$ cat src/rtl/clk_div_pkg.sv
// Shared defaults, types and helpers for the multi-channel clock divider.
package clk_div_pkg;

  localparam int CLK_DIV_CNT_W_DEF    = 16;
  localparam int CLK_DIV_RST_HALF_DEF = 50;
  localparam int CLK_DIV_MAX_CH       = 16;

  typedef logic [CLK_DIV_CNT_W_DEF-1:0] cnt_t;

  typedef enum logic [1:0] {
    ST_RUN   = 2'd0,
    ST_DRAIN = 2'd1,
    ST_PARK  = 2'd2
  } chan_state_e;

  // Channel-select width; a single channel still gets a 1-bit select.
  function automatic int ch_sel_w(input int num_ch);
    return (num_ch > 1) ? $clog2(num_ch) : 1;
  endfunction

endpackage

$ cat src/rtl/clk_div_multi_if.sv
// Configuration port of clk_div_multi plus per-channel park-FSM state for observation.
interface clk_div_multi_if
  import clk_div_pkg::*;
#(
  parameter int NUM_CH = 4,
  parameter int CNT_W  = CLK_DIV_CNT_W_DEF
);

  localparam int CH_W = ch_sel_w(NUM_CH);

  // Handshake: a request transfers on a rising clk edge where cfg_valid and cfg_ready are
  // both high; cfg_ready depends only on the addressed channel, so cfg_ch must be stable
  // while cfg_valid is high, and the master holds its payload until the transfer happens.
  logic                   cfg_valid;
  logic [CH_W-1:0]        cfg_ch;
  logic [CNT_W-1:0]       cfg_half;
  logic                   cfg_ready;
  logic [NUM_CH-1:0][1:0] dbg_state;

  modport master (
    output cfg_valid, cfg_ch, cfg_half,
    input  cfg_ready, dbg_state
  );

  modport slave (
    input  cfg_valid, cfg_ch, cfg_half,
    output cfg_ready, dbg_state
  );

endinterface

$ cat src/rtl/clk_div_chan.sv
// One divider channel: half-period counter, shadowed ratio update and run/drain/park control.
module clk_div_chan
  import clk_div_pkg::*;
#(
  parameter int CNT_W    = CLK_DIV_CNT_W_DEF,
  parameter int RST_HALF = CLK_DIV_RST_HALF_DEF
) (
  input  logic             clk,
  input  logic             rst_n,
  input  logic             en,
  input  logic             sync,
  input  logic             cfg_sel,
  input  logic [CNT_W-1:0] cfg_half,
  output logic             pending,
  output logic             sclk,
  output logic             tick,
  output chan_state_e      state
);

  localparam logic [CNT_W-1:0] ONE        = CNT_W'(1);
  localparam logic [CNT_W-1:0] RST_HALF_V = CNT_W'(RST_HALF);

  logic [CNT_W-1:0] cnt, cnt_n;
  logic [CNT_W-1:0] half, half_n;
  logic [CNT_W-1:0] shadow, shadow_n;
  logic             pending_n, sclk_n, tick_n;
  logic             boundary;
  chan_state_e      state_n;

  always_ff @(posedge clk or negedge rst_n) begin
    if (!rst_n) begin
      cnt     <= '0;
      half    <= RST_HALF_V;
      shadow  <= RST_HALF_V;
      pending <= 1'b0;
      sclk    <= 1'b0;
      tick    <= 1'b0;
      state   <= ST_RUN;
    end else begin
      cnt     <= cnt_n;
      half    <= half_n;
      shadow  <= shadow_n;
      pending <= pending_n;
      sclk    <= sclk_n;
      tick    <= tick_n;
      state   <= state_n;
    end
  end

  // ">=" rather than "==" so a shrunk ratio below the current count ends the phase at once.
  assign boundary = (half != '0) && (cnt >= half - ONE);

  always_comb begin
    cnt_n     = cnt;
    half_n    = half;
    shadow_n  = shadow;
    pending_n = pending;
    sclk_n    = sclk;
    tick_n    = 1'b0;
    state_n   = state;

    if (sync) begin
      cnt_n   = '0;
      sclk_n  = 1'b0;
      state_n = en ? ST_RUN : ST_PARK;
      if (cfg_sel) begin
        shadow_n  = cfg_half;
        half_n    = cfg_half;
        pending_n = 1'b0;
      end else if (pending) begin
        half_n    = shadow;
        pending_n = 1'b0;
      end
    end else begin
      if (cfg_sel) begin
        shadow_n  = cfg_half;
        pending_n = 1'b1;
      end

      if ((half == '0) || (state == ST_PARK)) begin
        // Stopped or parked: output is already low, so a new ratio can be taken right away.
        cnt_n   = '0;
        sclk_n  = 1'b0;
        state_n = en ? ST_RUN : ST_PARK;
        if (pending) begin
          half_n    = shadow;
          pending_n = 1'b0;
        end
      end else if (!en && !sclk) begin
        cnt_n   = '0;
        state_n = ST_PARK;
      end else if (boundary) begin
        cnt_n  = '0;
        sclk_n = !sclk;
        tick_n = !sclk;
        if (pending) begin
          half_n    = shadow;
          pending_n = 1'b0;
          if (shadow == '0) begin
            sclk_n = 1'b0;
            tick_n = 1'b0;
          end
        end
        state_n = en ? ST_RUN : ST_PARK;
      end else begin
        cnt_n   = cnt + ONE;
        state_n = en ? ST_RUN : ST_DRAIN;
      end
    end
  end

endmodule

$ cat src/rtl/clk_div_multi.sv
// NUM_CH independent programmable dividers producing 50% levels and rising-edge strobes.
module clk_div_multi
  import clk_div_pkg::*;
#(
  parameter int NUM_CH   = 4,
  parameter int CNT_W    = CLK_DIV_CNT_W_DEF,
  parameter int RST_HALF = CLK_DIV_RST_HALF_DEF
) (
  input  logic              clk,
  input  logic              rst_n,
  input  logic [NUM_CH-1:0] en,
  input  logic              sync,
  clk_div_multi_if.slave    cfg,
  output logic [NUM_CH-1:0] sclk,
  output logic [NUM_CH-1:0] tick
);

  localparam int CH_W  = ch_sel_w(NUM_CH);
  localparam int PAD_N = 1 << CH_W;

  logic [NUM_CH-1:0] pending;
  logic [NUM_CH-1:0] sel;
  logic [PAD_N-1:0]  pending_pad;
  logic              accept;
  chan_state_e       chan_state [NUM_CH];

  // Unused select codes read as never-pending, so requests to them are accepted and dropped.
  always_comb begin
    pending_pad             = '0;
    pending_pad[NUM_CH-1:0] = pending;
  end

  assign cfg.cfg_ready = !pending_pad[cfg.cfg_ch];
  assign accept        = cfg.cfg_valid && cfg.cfg_ready;

  always_comb begin
    sel = '0;
    for (int i = 0; i < NUM_CH; i++) begin
      sel[i] = accept && (cfg.cfg_ch == CH_W'(i));
    end
  end

  for (genvar g = 0; g < NUM_CH; g++) begin : g_chan
    clk_div_chan #(
      .CNT_W    (CNT_W),
      .RST_HALF (RST_HALF)
    ) u_chan (
      .clk      (clk),
      .rst_n    (rst_n),
      .en       (en[g]),
      .sync     (sync),
      .cfg_sel  (sel[g]),
      .cfg_half (cfg.cfg_half),
      .pending  (pending[g]),
      .sclk     (sclk[g]),
      .tick     (tick[g]),
      .state    (chan_state[g])
    );

    assign cfg.dbg_state[g] = chan_state[g];
  end

endmodule
$ cat src/flat_wrapper.sv
// flat-port wrapper written by rule: the top's interface ports become plain ports
module clk_div_multi_flat import clk_div_pkg::*;
#(
  parameter int NUM_CH   = 4,
  parameter int CNT_W    = CLK_DIV_CNT_W_DEF,
  parameter int RST_HALF = CLK_DIV_RST_HALF_DEF
)
  (clk, rst_n, en, sync, sclk, tick, cfg_cfg_valid, cfg_cfg_ch, cfg_cfg_half, cfg_cfg_ready, cfg_dbg_state);
  clk_div_multi_if #(.NUM_CH(NUM_CH), .CNT_W(CNT_W)) cfg_i ();
  input  logic clk;
  input  logic rst_n;
  input  logic [NUM_CH-1:0] en;
  input  logic sync;
  output logic [NUM_CH-1:0] sclk;
  output logic [NUM_CH-1:0] tick;
  input wire logic [$bits(cfg_i.cfg_valid)-1:0] cfg_cfg_valid;
  input wire logic [$bits(cfg_i.cfg_ch)-1:0] cfg_cfg_ch;
  input wire logic [$bits(cfg_i.cfg_half)-1:0] cfg_cfg_half;
  output wire logic [$bits(cfg_i.cfg_ready)-1:0] cfg_cfg_ready;
  output wire logic [$bits(cfg_i.dbg_state)-1:0] cfg_dbg_state;
  assign cfg_i.cfg_valid = cfg_cfg_valid;
  assign cfg_i.cfg_ch = cfg_cfg_ch;
  assign cfg_i.cfg_half = cfg_cfg_half;
  assign cfg_cfg_ready = cfg_i.cfg_ready;
  assign cfg_dbg_state = cfg_i.dbg_state;
  clk_div_multi #(.NUM_CH(NUM_CH), .CNT_W(CNT_W), .RST_HALF(RST_HALF)) u_core (.clk(clk), .rst_n(rst_n), .en(en), .sync(sync), .cfg(cfg_i), .sclk(sclk), .tick(tick));
endmodule
$ cat config.mk
export PLATFORM = sky130hd
export DESIGN_NAME = clk_div_multi_flat
export DESIGN_NICKNAME = d
export VERILOG_FILES = /design/src/rtl/clk_div_pkg.sv /design/src/rtl/clk_div_multi_if.sv /design/src/rtl/clk_div_chan.sv /design/src/rtl/clk_div_multi.sv /design/src/flat_wrapper.sv
export SDC_FILE = /design/constraint.sdc
export NUM_CORES = 1
export LEC_CHECK = 0
export ABC_AREA = 1
export CAP_MARGIN = 0
export CORE_ASPECT_RATIO = 1.25
export CORE_MARGIN = 2
export CORE_UTILIZATION = 60
export DETAILED_ROUTE_END_ITERATION = 10
export MAX_ROUTING_LAYER = met4
export PLACE_DENSITY = 0.78
export SETUP_SLACK_MARGIN = 0.4
export SLEW_MARGIN = 40
export SYNTH_ARGS = -nofsm -noshare
export SYNTH_HDL_FRONTEND = slang
export SYNTH_HIERARCHICAL = 1
export SYNTH_SLANG_ARGS = --single-unit
$ cat constraint.sdc
create_clock -name clk -period 5.15 [get_ports clk]
set_input_delay 1.03 -clock clk [delete_from_list [all_inputs] [get_ports clk]]
set_output_delay 1.03 -clock clk [all_outputs]
set_load 0.1 [all_outputs]
==> metrics, run 1 <==
number of vias in the routed layout=approximately 12000; max-cap violations=0; final hold violation count=0; total global routing track utilization=27.0%; number of synthesis warnings=6; synthesized flop and latch total=between 200 and 250; Total Routed Length=about 32000 um; remaining antenna violation count=0; number of filler cells placed in the layout=1944; Placer Congestion=~0.90; sequential cell area in the final layout=between 5000 and 6000 um^2; Crit path required time=about 4 ns; vias in the first global route=about 11000; post-route DRC violation count=0; largest clock skew in the final design=~0.017 ns; # hold bufs at CTS=0; number of antenna violations at the first check in global routing=1; x dimension of the die=about 140 um; router iterations before antenna repair=6; CTS root buf=sky130_fd_sc_hd__clkbuf_16; sequential fraction of the synthesis area=38.3%; area growth from synthesis to layout=10.2%; critical path data arrival time=roughly 2.4 ns; Clock Latency Late Sink=0.53 ns; placed wire-length estimate after detailed placement=between 20000 and 25000 um; Setup violations, final=0; final period utilization=about two thirds; EDFF count, synth=0; critical path endpoint category=primary output; cts bufs inserted=24; number of violations reported at the end of detailed-routing iteration 0=1117; number of clock sinks=around 210; worst voltage drop across the vdd grid=~0.00029 V; critical path type=primary input to primary output; post-layout minimum cycle time=about 3.4 ns; Remaining Overflow, GRT=0; number of instances in the synthesized netlist=around 1900; maximum clock path buffer count=3; Design Power=slightly below 6 mW; relative slew slack=a little under half; fraction of registers with async set or reset after synthesis=100%; fraction of final layout cells with drive strength greater than 1=under 10%; quantity of I/O buffers inserted on ports=42; Starting Density=between 60% and 70%; Via-to-Cell Ratio=5.45; clock edge transition at the registers on the reported setup and hold paths=about 0.06 ns; outcome=completed; Resized Gates After CTS=0; transition time at the pin with the least slew margin=roughly 0.8 ns; Final TNS setup=0 ns; number of different library cells in the post-synthesis netlist=40; top fanout value on the critical path=5; Routed wire per std cell=14.4 um; first-pass GRT wire length=between 50000 and 60000 um; Fmax=about 300 MHz; unrepaired setup endpoints after global routing=no; TritonCTS clock tree=yes; category of the worst setup path launch point=primary input; number of pins exceeding their max-slew limit in the final report=0; Cell Area, Synth=13900 um^2; top flip-flop cell by instance count after synthesis=sky130_fd_sc_hd__dfrtp_1; share of the core filled with cells in the final layout=67.2%; Final Net Count=1995; Clock H-tree levels=1; Setup Fix Bufs, Post-CTS=0; placement row count=a little over 60; Die Footprint=24500 um^2; placeable core area=22900 um^2; I/O pin total=43; net count after synthesis=1972; area of combinational cells with multiple inputs=between 7000 and 8000 um^2; pin count of the biggest net entering global routing=122; class of the tightest hold or removal check=primary input to asynchronous set/reset pin; Static Leak=7.36 nW; vertical die dimension=approximately 170 um; Pwr per Cell Area=386 nW/um^2; per-instance average area after synthesis=approximately 7.5 um^2
==> stage by stage <==
stage                     std cells  hold WS (ns)  worst slack (ns)  cell area (um^2)
after floorplan                1870         0.430              2.44             13900
after global placement         2155         0.449              1.72             14500
after detailed placement       2155         0.457              1.65             14500
after CTS                      2199         0.464              1.76             15400
after global routing           2200         0.483              1.50             15400
final                          2200         0.419              1.76             15400
==> layout make-up <==
cell class	instances	share of cell area [%]
multi-input combinational	1362	48.3
timing repair buffer	53	2.80
tap	288	2.34
inverter	240	5.86
clock buffer	30	4.45
sequential	212	34.7
antenna	1	0.0163
clock inverter	14	1.53
==> cells in the mapped netlist, types with 17 or more instances <==
| cell | instances | area share (%) |
|---|---|---|
| sky130_fd_sc_hd__nand4_1 | 28 | 1.3 |
| sky130_fd_sc_hd__nand3b_1 | 91 | 4.9 |
| sky130_fd_sc_hd__nand2_1 | 455 | 12 |
| sky130_fd_sc_hd__nor2_1 | 191 | 5.1 |
| sky130_fd_sc_hd__inv_1 | 229 | 6.2 |
| sky130_fd_sc_hd__xor2_1 | 69 | 4.3 |
| sky130_fd_sc_hd__clkbuf_1 | 28 | 0.75 |
| sky130_fd_sc_hd__nand3_1 | 86 | 3.1 |
| sky130_fd_sc_hd__o21ai_0 | 188 | 6.7 |
| sky130_fd_sc_hd__nor3_1 | 24 | 0.86 |
| sky130_fd_sc_hd__ha_1 | 76 | 6.8 |
| sky130_fd_sc_hd__dfstp_2 | 24 | 4.5 |
| sky130_fd_sc_hd__nor2_2 | 17 | 0.76 |
| sky130_fd_sc_hd__dfrtp_1 | 188 | 34 |
| sky130_fd_sc_hd__a21oi_1 | 60 | 2.2 |
==> metal layers <==
| metal | wire (um) | vias up | track usage [%] |
|---|---|---|---|
| li1 | - | 6064 | - |
| met1 | 13700 | 5598 | 33.2 |
| met2 | 15500 | 274 | 46.2 |
| met3 | 1660 | 54 | 4.05 |
| met4 | 727 | 0 | 7.87 |
| met5 | 0 | - | - |
==> sequential cells by signal (all words and copies together) (netlist names) <==
| name | cells |
|---|---|
| u_core/g_chan.u_chan/pending | 4 |
| u_core/g_chan.u_chan/shadow | 64 |
| u_core/g_chan.u_chan/state | 8 |
| u_core/g_chan.u_chan/half | 64 |
| u_core/g_chan.u_chan/sclk | 4 |
| u_core/g_chan.u_chan/tick | 4 |
| u_core/g_chan.u_chan/cnt | 64 |
==> cells by family after synthesis <==
group           after synthesis  synth area share (%)
simple gates                940                  31.6
buf+inv                     296                  8.53
compound gates              265                  9.66
flops                       212                  38.3
xor+xnor                     80                  5.02
fa+ha+maj                    76                  6.82
mux                           1                0.0807
==> path summary, 6_finish.rpt <==
| path | start | end | slack (ns) | depth (start not counted) |
|---|---|---|---|---|
| setup reg to reg | u_core/g_chan[1].u_chan/half[0] | u_core/g_chan[1].u_chan/cnt[7] | 1.93 | 18 |
| setup / recovery | cfg_cfg_ch[0] | cfg_cfg_ready | 1.76 | 7 |
| min in group clk | u_core/g_chan[3].u_chan/cnt[0] | u_core/g_chan[3].u_chan/cnt[0] | 0.46 | 1 |
| hold reg to reg | u_core/g_chan[3].u_chan/cnt[0] | u_core/g_chan[3].u_chan/cnt[0] | 0.46 | 1 |
| max in group asynchronous | rst_n | u_core/g_chan[0].u_chan/half[4] | 3.74 | 2 |
| hold / removal | rst_n | u_core/g_chan[1].u_chan/cnt[1] | 0.42 | 1 |
==> report_power, final <==
part | switching [mW] | internal [mW] | total, mW | leakage, nW
registers | 0.260 | 1.95 | 2.21 | 2.70
clock network | 0.716 | 1.25 | 1.96 | 0.444
logic | 1.08 | 0.674 | 1.76 | 4.21
total | 2.06 | 3.87 | 5.93 | 7.36
==> critical path, cell delays in order <==
cell and delay [ns]:
sky130_fd_sc_hd__clkdlybuf4s50_1 0.56, sky130_fd_sc_hd__inv_2 0.08, sky130_fd_sc_hd__nand2_1 0.07, sky130_fd_sc_hd__nand2_1 0.08
sky130_fd_sc_hd__nand2_2 0.07, sky130_fd_sc_hd__and2_2 0.18, sky130_fd_sc_hd__buf_4 0.30
==> placed cells by master, fill, tap and decap left out, types with 3 or more instances in the layout <==
master / instances
sky130_fd_sc_hd__nand2_1: 455
sky130_fd_sc_hd__inv_1: 229
sky130_fd_sc_hd__nor2_1: 189
sky130_fd_sc_hd__o21ai_0: 188
sky130_fd_sc_hd__dfrtp_1: 188
sky130_fd_sc_hd__nand3b_1: 91
sky130_fd_sc_hd__nand3_1: 86
sky130_fd_sc_hd__ha_1: 76
sky130_fd_sc_hd__xor2_1: 69
sky130_fd_sc_hd__a21oi_1: 60
sky130_fd_sc_hd__nand4_1: 28
sky130_fd_sc_hd__clkbuf_16: 26
sky130_fd_sc_hd__nor3_1: 24
sky130_fd_sc_hd__dfstp_2: 24
sky130_fd_sc_hd__clkdlybuf4s50_1: 23
sky130_fd_sc_hd__nor2_2: 19
sky130_fd_sc_hd__buf_2: 17
sky130_fd_sc_hd__buf_4: 12
sky130_fd_sc_hd__inv_2: 11
sky130_fd_sc_hd__xnor2_1: 11
sky130_fd_sc_hd__nand2_2: 10
sky130_fd_sc_hd__nand2_4: 9
sky130_fd_sc_hd__bufinv_16: 6
sky130_fd_sc_hd__nor4_1: 6
sky130_fd_sc_hd__o21ai_1: 6
sky130_fd_sc_hd__nand3_2: 5
sky130_fd_sc_hd__a31oi_1: 5
sky130_fd_sc_hd__clkbuf_8: 4
sky130_fd_sc_hd__or2_2: 4
sky130_fd_sc_hd__nand3_4: 4
sky130_fd_sc_hd__clkinv_2: 3
sky130_fd_sc_hd__clkinvlp_4: 3
sky130_fd_sc_hd__nor2_4: 3
(Power assumes the default switching activity.)
==> run 2, diff against run 1 <==
Settings changed: CORE_UTILIZATION 60 to 57.
Clock period 5.15 ns to 3 ns, I/O delays scaled along.
==> run 2 against run 1 <==
  * Die area up 5.1%
  * Register-to-register slack lost 1.7 ns
  * Non-clock buffer count is 100 higher
==> metrics, run 2 (synthesis gave the netlist of run 1 again) <==
outcome=completed; number of violations reported at the end of detailed-routing iteration 0=about 1200; top fanout value on the critical path=8; unrepaired setup endpoints after global routing=yes; clock edge transition at the registers on the reported setup and hold paths=0.06 ns; router iterations before antenna repair=5; met2 routed wirelength=between 20000 and 25000 um; critical path endpoint category=flop; design area=approximately 18000 um^2; most frequent cells in the layout=342 x sky130_fd_sc_hd__nand2_1, 211 x sky130_fd_sc_hd__inv_1, 179 x sky130_fd_sc_hd__o21ai_0; placeable core area=approximately 24000 um^2; Die Footprint=~26000 um^2; beginning of the critical path=u_core/g_chan[2].u_chan/half[6]; Remaining Overflow, GRT=0; share of power burned in combinational logic=40.1%; Pwr per Cell Area=between 600 and 700 nW/um^2; vias in the first global route=roughly 12000; Clock H-tree levels=1; sequential cell area in the final layout=roughly 5300 um^2; worst voltage drop across the vdd grid=~0.0006 V; pin count of the biggest net entering global routing=86; number of antenna violations at the first check in global routing=0; cell count after placement=2209; class of the tightest hold or removal check=primary input to asynchronous set/reset pin; category of the worst setup path launch point=flop; R2R cell count=16; x dimension of the die=approximately 140 um; cts bufs inserted=24; remaining antenna violation count=0; final period utilization=just over 90%; reg-to-reg endpoint=u_core/g_chan[2].u_chan/half[11]; transition time at the pin with the least slew margin=a little over 1 ns; area of combinational cells with multiple inputs=between 9000 and 10000 um^2; Starting Density=a little under three fifths; Routed wire per std cell=approximately 17 um; post-layout minimum cycle time=about 2.8 ns; Switching Fraction=roughly two fifths; Final TNS setup=0 ns; origin of the critical flop-to-flop path=u_core/g_chan[2].u_chan/half[6]; post-route DRC violation count=0; Clock Latency Late Sink=around 0.53 ns; met3 routed wirelength=~2400 um; Fmax=roughly 360 MHz; maximum clock path buffer count=3; total internal power=between 6 and 7 mW; Inserted Diodes=0; net load switching power=around 4.5 mW; placement row count=64; number of filler cells placed in the layout=1672; largest clock skew in the final design=0.0104 ns; hold slack final=roughly 0.13 ns; clock share of power=about a quarter; Placer Congestion=0.877; Static Leak=8.22 nW; share of the core filled with cells in the final layout=73.6%; total routed wire length on the met1 layer=approximately 16000 um; total global routing track utilization=roughly 29%; register share of total power=34.9%; final hold violation count=0; first-pass GRT wire length=58800 um; largest registers=u_core/g_chan.u_chan/cnt x64, u_core/g_chan.u_chan/half x64, u_core/g_chan.u_chan/shadow x64; capturing instance or port of the critical path=u_core/g_chan[2].u_chan/half[11]; Setup violations, final=0; max-cap violations=0; quantity of I/O buffers inserted on ports=42; Crit path required time=approximately 3.5 ns; Placed Instance Area=~15000 um^2; fraction of final layout cells with drive strength greater than 1=27.0%; number of clock sinks=about 210; number of pins exceeding their max-slew limit in the final report=0; TritonCTS clock tree=yes; critical path data arrival time=about 3.3 ns; Total Routed Length=between 40000 and 50000 um; area growth from synthesis to layout=28.1%; critical path type=flop to flop; number of vias in the routed layout=between 10000 and 15000; filler-free cell count of the finished design=between 2000 and 2500; relative slew slack=30.3%; most common cell after layout, fill and taps aside=sky130_fd_sc_hd__nand2_1; minimum setup slack among reg-to-reg paths=0.21 ns; I/O pin total=between 40 and 50; Via-to-Cell Ratio=5.74; Final Net Count=around 2100; highest metal layer with signal wires=met4; placed wire-length estimate after detailed placement=between 20000 and 25000 um; CTS root buf=sky130_fd_sc_hd__clkbuf_16; vertical die dimension=around 180 um
==> run 2: how the worst min path moves through the flow <==
| stage | startpoint | end | depth (start not counted) |
|---|---|---|---|
| after floorplan | rst_n | u_core/g_chan[0].u_chan/cnt[0] | 0 |
| after global routing | rst_n | u_core/g_chan[1].u_chan/cnt[5] | 1 |
| after global placement | u_core/g_chan[1].u_chan/cnt[0] | u_core/g_chan[1].u_chan/cnt[0] | 1 |
| after CTS | rst_n | u_core/g_chan[1].u_chan/cnt[5] | 1 |
| after detailed placement | u_core/g_chan[0].u_chan/cnt[0] | u_core/g_chan[0].u_chan/cnt[0] | 1 |
| final | rst_n | u_core/g_chan[1].u_chan/cnt[5] | 1 |
==> run 2: power by group through the flow <==
stage          sequential (mW)  combinational [mW]  clock [mW]
6_report                  3.97                4.56        2.85
5_1_grt                   4.01                4.98        3.00
4_1_cts                   3.80                3.54        2.88
3_5_place_dp              3.82                3.05           0
3_3_place_gp              3.81                2.94           0
2_1_floorplan             3.72                2.37           0
==> run 2: area by class of cell <==
type,count,area share [%]
multi-input combinational,1377,50.9
clock buffer,37,4.03
sequential,212,29.9
timing repair buffer,153,7.57
clock inverter,7,0.210
tap,330,2.31
inverter,240,5.06
==> run 2: repair_timing <==
item                       in CTS  in global routing
buffers inserted               44                 43
pin swaps                      40                113
setup endpoints to repair     147                148
hold endpoints to repair        0                  0
gates cloned                   14                  2
hold buffers                    0                  0
gates resized for setup       108                303
==> run 2: per-stage QoR <==
| step | power, mW | setup WS (ns) |
|---|---|---|
| floorplan | 6.09 | 0.404 |
| global placement | 6.75 | 0.160 |
| CTS | 10.2 | 0.396 |
| global route | 12.0 | 0.107 |
| detailed placement | 6.87 | 0.00441 |
| finish | 11.4 | 0.211 |
==> run 2: worst max-delay path: stages, from the launching register on <==
cell	delay (ns)
sky130_fd_sc_hd__dfrtp_1	0.45
sky130_fd_sc_hd__nor2_2	0.17
sky130_fd_sc_hd__nand2_4	0.09
sky130_fd_sc_hd__nor2_4	0.17
sky130_fd_sc_hd__nand3_4	0.13
sky130_fd_sc_hd__nor3_4	0.14
sky130_fd_sc_hd__xor2_1	0.17
sky130_fd_sc_hd__inv_1	0.09
sky130_fd_sc_hd__ha_4	0.25
sky130_fd_sc_hd__a21oi_2	0.17
sky130_fd_sc_hd__o21ai_2	0.08
sky130_fd_sc_hd__a21oi_2	0.12
sky130_fd_sc_hd__buf_6	0.15
sky130_fd_sc_hd__nand3_4	0.19
sky130_fd_sc_hd__nand2_8	0.21
sky130_fd_sc_hd__nand2_4	0.07
sky130_fd_sc_hd__nand2_2	0.06
==> run 2: per-layer routing <==
layer	vias to the layer above	GRT usage (%)
met5	-	-
met4	0	12.7
met3	208	3.31
met2	601	48.8
met1	6403	34.7
li1	6318	-
